### config.mk
export PLATFORM = sky130hd
export DESIGN_NAME = fetch_stage
export DESIGN_NICKNAME = d
export VERILOG_FILES = /design/src/rtl/fetch_stage.sv
export SDC_FILE = /design/constraint.sdc
export NUM_CORES = 1
export LEC_CHECK = 0
export ABC_CLOCK_PERIOD_IN_PS = 6850
export BUFFER_PORTS_ARGS = -buffer_cell sky130_fd_sc_hd__buf_2
export CORE_ASPECT_RATIO = 1.4
export CORE_MARGIN = 8
export CORE_UTILIZATION = 49
export DETAILED_ROUTE_END_ITERATION = 8
export HOLD_SLACK_MARGIN = 0.08
export PLACE_DENSITY = 0.79
export SETUP_SLACK_MARGIN = 0.2
export SYNTH_ARGS = -nofsm -noshare
export SYNTH_HDL_FRONTEND = slang
export SYNTH_SLANG_ARGS = --single-unit
### constraint.sdc
create_clock -name clk_in -period 6.85 [get_ports clk_in]
set_input_delay 0.685 -clock clk_in [delete_from_list [all_inputs] [get_ports clk_in]]
set_output_delay 0.685 -clock clk_in [all_outputs]
set_load 0.005 [all_outputs]
### src/rtl/fetch_stage.sv
// fetch_stage
//   Instruction fetch stage feeding decode_stage. Owns the PC, issues one
//   16-bit word read per cycle to a synchronous instruction memory (data one
//   cycle after the strobe), buffers returned words in a small FIFO and
//   presents the FIFO head to decode over a valid/ready handshake.
//   Branch redirect, pipeline stall and sleep (SLP) are honoured.
//
// Ports
//   clk_in, reset        pipeline clock, asynchronous active-high reset
//   stall                pipeline stall; only blocks the pop to decode
//   branch_taken         single-cycle redirect pulse from execute
//   branch_target        redirect byte address (bit 0 ignored)
//   sleep / wake         enter / leave the SLEEP state
//   imem_addr, imem_rd   read request; imem_addr is 0 when no read is issued
//   imem_rdata           read data, valid the cycle after imem_rd
//   inst, inst_pc        instruction and its byte address at the FIFO head
//                        (last popped values while the FIFO is empty)
//   inst_valid           FIFO not empty
//   inst_ready           decode can accept
//   pc                   next fetch address
module fetch_stage #(
  parameter logic [15:0] RESET_PC = 16'h0000,
  parameter int          DEPTH    = 4
) (
  input  logic        clk_in,
  input  logic        reset,
  input  logic        stall,
  input  logic        branch_taken,
  input  logic [15:0] branch_target,
  input  logic        sleep,
  input  logic        wake,
  output logic [15:0] imem_addr,
  output logic        imem_rd,
  input  logic [15:0] imem_rdata,
  output logic [15:0] inst,
  output logic [15:0] inst_pc,
  output logic        inst_valid,
  input  logic        inst_ready,
  output logic [15:0] pc
);

  localparam int              PTR_W   = $clog2(DEPTH);
  localparam int              CNT_W   = PTR_W + 1;
  localparam logic [CNT_W:0]  DEPTH_W = (CNT_W + 1)'(DEPTH);

  typedef enum logic [1:0] {
    BOOT  = 2'd0,
    RUN   = 2'd1,
    SLEEP = 2'd2
  } state_t;

  state_t             state_reg, state_next;
  logic [15:0]        pc_reg, pc_next;
  logic               epoch_reg;

  // One outstanding read at most: the request issued last cycle.
  logic               inflight_reg;
  logic               inflight_tag_reg;
  logic [15:0]        inflight_pc_reg;

  logic [PTR_W-1:0]   rd_ptr_reg, wr_ptr_reg;
  logic [CNT_W-1:0]   count_reg;
  logic [15:0]        fifo_inst_reg [DEPTH];
  logic [15:0]        fifo_pc_reg   [DEPTH];

  logic [15:0]        last_inst_reg, last_pc_reg;

  logic               pop, push;
  logic [CNT_W:0]     occupancy;

  assign inst_valid = (count_reg != '0);
  assign pop        = inst_valid & inst_ready & ~stall;

  // A response from before a redirect carries the old epoch and is dropped.
  // The response arriving in the redirect cycle itself is also dropped, since
  // the flush wins over the push.
  assign push = inflight_reg & (inflight_tag_reg == epoch_reg) & ~branch_taken;

  // Entries that will be held next cycle if nothing new is issued; issuing is
  // allowed only while this leaves room for the new response.
  assign occupancy = {1'b0, count_reg}
                   + {{CNT_W{1'b0}}, inflight_reg}
                   - {{CNT_W{1'b0}}, pop};

  assign inst    = inst_valid ? fifo_inst_reg[rd_ptr_reg] : last_inst_reg;
  assign inst_pc = inst_valid ? fifo_pc_reg[rd_ptr_reg]   : last_pc_reg;
  assign pc      = pc_reg;

  // Next state and fetch outputs.
  always_comb begin
    state_next = state_reg;
    imem_rd    = 1'b0;
    imem_addr  = 16'h0000;
    pc_next    = pc_reg;

    case (state_reg)
      BOOT:    state_next = RUN;
      RUN:     if (sleep) state_next = SLEEP;
      SLEEP:   if (wake)  state_next = RUN;
      default: state_next = BOOT;
    endcase

    if (state_reg == RUN && !branch_taken && occupancy < DEPTH_W) begin
      imem_rd   = 1'b1;
      imem_addr = pc_reg;
      pc_next   = pc_reg + 16'd2;
    end

    if (branch_taken) begin
      state_next = RUN;
      pc_next    = branch_target & 16'hFFFE;
    end
  end

  always_ff @(posedge clk_in or posedge reset) begin
    if (reset) begin
      state_reg        <= BOOT;
      pc_reg           <= RESET_PC & 16'hFFFE;
      epoch_reg        <= 1'b0;
      inflight_reg     <= 1'b0;
      inflight_tag_reg <= 1'b0;
      inflight_pc_reg  <= 16'h0000;
      rd_ptr_reg       <= '0;
      wr_ptr_reg       <= '0;
      count_reg        <= '0;
      last_inst_reg    <= 16'h0000;
      last_pc_reg      <= 16'h0000;
      for (int i = 0; i < DEPTH; i++) begin
        fifo_inst_reg[i] <= 16'h0000;
        fifo_pc_reg[i]   <= 16'h0000;
      end
    end else begin
      state_reg        <= state_next;
      pc_reg           <= pc_next;
      inflight_reg     <= imem_rd;
      inflight_tag_reg <= epoch_reg;
      inflight_pc_reg  <= pc_reg;

      // The popped entry is consumed even when a redirect flushes the FIFO
      // in the same cycle, so it still becomes the held output.
      if (pop) begin
        last_inst_reg <= fifo_inst_reg[rd_ptr_reg];
        last_pc_reg   <= fifo_pc_reg[rd_ptr_reg];
      end

      if (push) begin
        fifo_inst_reg[wr_ptr_reg] <= imem_rdata;
        fifo_pc_reg[wr_ptr_reg]   <= inflight_pc_reg;
      end

      if (branch_taken) begin
        epoch_reg  <= ~epoch_reg;
        rd_ptr_reg <= '0;
        wr_ptr_reg <= '0;
        count_reg  <= '0;
      end else begin
        rd_ptr_reg <= rd_ptr_reg + PTR_W'(pop);
        wr_ptr_reg <= wr_ptr_reg + PTR_W'(push);
        count_reg  <= count_reg + CNT_W'(push) - CNT_W'(pop);
      end
    end
  end

endmodule

==> metrics.txt <==
outcome finished clean; Synth Area in XOR/XNOR 0.01966; type of origin of the critical path flip-flop; buffers from clock root to sink, at most 2; dominant delay contributor by cell family on the critical path simple AND/OR/NAND/NOR gates; number of distinct library cells after synthesis 44; average size of a mapped cell 15.23 um2; Area contributors post-synth sky130_fd_sc_hd__dfrtp_1 (55%), sky130_fd_sc_hd__mux2_2 (24%), sky130_fd_sc_hd__mux4_2 (7.8%); cell area after placement 0.009615 mm2; area of the core 0.01792 mm2; wire length of the first global-routing pass 29840 um; sequential fraction of the synthesis area 0.5533; setup-violating endpoint count in the final report 0; proportion of layout cells with a drive suffix above 1 0.5435; data arrival time at the worst-slack endpoint 2.90 ns; fraction of post-synthesis cell area in the top cell type by area 0.5533; setup_tns 0 ns; number of optimization iterations in the first detailed-route pass 4; leading cell type by number of instances after synthesis sky130_fd_sc_hd__dfrtp_1; setup repair after global routing missed its margin no; total via count in the routed design 5116; adder-cell share of the synthesized area 0.01208; wire length after detailed routing 18000 um; cell area after layout 0.01020 mm2; Slew headroom 0.2388; number of vias per cell after detailed routing 5.501; Simple-Gate Fraction of Synth Area 0.04452; fraction of synthesized area in multiplexers 0.3221; buffering stage count on the worst path with inverters included 1; worst path required time 6.16 ns; grt peak-use layer met2; die width 130.0 um; Worst Path Max Fanout 17; achievable clock frequency 0.2791 GHz; number of placement rows 58; critical path start-end classification reg -> out; Commonest cells post-synth sky130_fd_sc_hd__dfrtp_1 (197), sky130_fd_sc_hd__mux2_2 (192), sky130_fd_sc_hd__mux4_2 (31); Synth Area in Compound Gates 0.02472; Hold Path Class in -> async; aggregate global-route resource usage 0.1696; initial standard-cell utilization of the core 0.4971; Largest register FFs 64; floorplan die area 0.02282 mm2; largest net degree at the start of global routing 108; Post-CTS Repair Setup Buffers 0; Worst-Margin Slew 1.142 ns; number of antenna-violating nets in the routed design 0; number of flops mapped to enable cells by yosys 0; IO Count 105; Syn Std Cell Area 0.008910 mm2; IR Drop Worst-Case VDD 197.1 uV; delay contributed by the slowest stage of the critical path 0.50 ns; number of nets in the final layout 724; Reg clk slew, reported paths 0.07 ns; port buffer count 100; share of synthesized flip-flops with an asynchronous set or reset 1.000; total of hold buffers inserted after clock tree synthesis 0; global placer's final weighted congestion 0.8014; count of routing violations after the opening detailed-route iteration 245; cell type with the highest aggregate area in the netlist sky130_fd_sc_hd__dfrtp_1; clock skew after layout 0.01168 ns; CP Cell Sequence nor3_4 > or3_1 > ha_1 > a31oi_4 > or3b_1 > and2_4 > nor2_8 > and2_1 > buf_2; primary flip-flop cell chosen by synthesis mapping sky130_fd_sc_hd__dfrtp_1; Num CTS Buffers 17; gate count of the mapped netlist 585; total overflow reported by the global router 0; Area Overhead vs Synth 14.45%; clock tree from TritonCTS yes; Power per Cell Area 382.2 mW/mm2; number of cells upsized or downsized after cts 0; Worst-Skew Late Latency 0.44 ns; Synthesis Warnings 0; flop and latch count out of synthesis 197; routing usage on met1 0.2015; slowest stage cell on the critical path sky130_fd_sc_hd__dfrtp_1; average wire length per cell after detail routing 19.36 um; die outline height 175.6 um; master cell of the clock root buffer sky130_fd_sc_hd__clkbuf_16; antenna violations before repair 0; Antenna Diode Count 0; max cap viols 0; CTS sink count 197; drt drc 0; half-perimeter wire length of the detailed placement result 11780 um; global routing met3 resource utilization 0.03763; via count of the first global-routing pass 5692; dominant combinational cell family by area after synthesis multiplexers; final number of max-transition violations 0; number of hold-slack violations in the final timing report 0; met2 global-route usage 0.2960; post-route clock period utilization 0.5230; LEAKAGE 4.873 nW; count of H-tree levels built during CTS 4; nature of the critical path endpoint primary output; min Tclk post-route 3.583 ns
## path summary, 6_finish.rpt
path / cells after the start / to / slack (ns) / from
worst min register to register: 0 / inflight_tag_reg / 0.44 / epoch_reg
worst min-delay path: 2 / last_pc_reg[4] / 0.37 / reset
max in group asynchronous: 3 / rd_ptr_reg[1] / 4.78 / reset
worst max-delay path: 9 / imem_addr[9] / 3.27 / count_reg[1]
worst max register to register: 10 / count_reg[2] / 3.75 / count_reg[1]
min in group clk_in: 0 / inflight_tag_reg / 0.44 / epoch_reg
## worst reg2reg max path, delay by kind of cell, from the launching register on
| family | cells | cell delay [ns] |
|---|---|---|
| buffers and inverters | 3 | 0.40 |
| XOR/XNOR | 1 | 0.14 |
| AND/OR/NAND/NOR | 3 | 1.03 |
| adder cells (fa/ha/maj) | 3 | 0.88 |
| flip-flops | 1 | 0.50 |
## cell type report
cell class                      count  area (um2)
Sequential cell                   197        4932
Fill cell                        1436        7727
Tap cell                          240       300.3
Timing Repair Buffer              105       538.0
Clock buffer                       24       481.7
Multi-Input combinational cell    348        3807
Inverter                            8       37.54
Clock inverter                      8       100.1
## placed cells by master, fill, tap and decap left out, types with 4 or more instances in the layout
cell type                    instances
sky130_fd_sc_hd__dfrtp_1           195
sky130_fd_sc_hd__nor2_1             11
sky130_fd_sc_hd__xor2_1              9
sky130_fd_sc_hd__and2_1             15
sky130_fd_sc_hd__ha_1                7
sky130_fd_sc_hd__clkbuf_1            4
sky130_fd_sc_hd__o211ai_1            5
sky130_fd_sc_hd__buf_4               5
sky130_fd_sc_hd__buf_2             100
sky130_fd_sc_hd__o21ai_1             5
sky130_fd_sc_hd__mux4_2             31
sky130_fd_sc_hd__inv_1               7
sky130_fd_sc_hd__clkinvlp_4          4
sky130_fd_sc_hd__nand2_1            11
sky130_fd_sc_hd__o21ai_0             8
sky130_fd_sc_hd__xnor2_1            11
sky130_fd_sc_hd__mux2_2            192
sky130_fd_sc_hd__clkbuf_16          17
## cells by family (layout without fill, tap and decap cells)
group,after synthesis,after routing
fa+ha+maj,8,8
compound gates,29,29
xor+xnor,20,20
flops,197,197
simple gates,64,64
buf+inv,42,145
other cells,1,3
mux,224,224
## report_power, final
part | leakage (nW) | switching [mW] | internal [mW]
logic | 2.02 | 0.517 | 0.735
clock network | 0.272 | 0.413 | 0.565
registers | 2.58 | 0.213 | 1.45
## metal layers
layer	share of wire	wire length, um	up-vias
li1	-	-	2300
met1	0.41	7363	2675
met2	0.54	9689	117
met3	0.037	661	24
met4	0.016	287	0
met5	0	0	-
## stage by stage
| stage | worst slack [ns] | std cells | hold WS (ns) | power, mW | util |
|---|---|---|---|---|---|
| 2_1_floorplan | 0.7960 | 587 | 0.4097 | 2.521 | - |
| 3_3_place_gp | 3.307 | 898 | 0.4221 | 2.896 | 0.5364 |
| 3_5_place_dp | 3.262 | 898 | 0.4279 | 2.973 | 0.5364 |
| 4_1_cts | 3.221 | 930 | 0.4069 | 3.954 | 0.5689 |
| 5_1_grt | 3.140 | 930 | 0.4309 | 4.118 | 0.5689 |
| 6_report | 3.267 | 930 | 0.3724 | 3.897 | 0.5689 |
No activity file was read; power rests on OpenSTA's default activity.
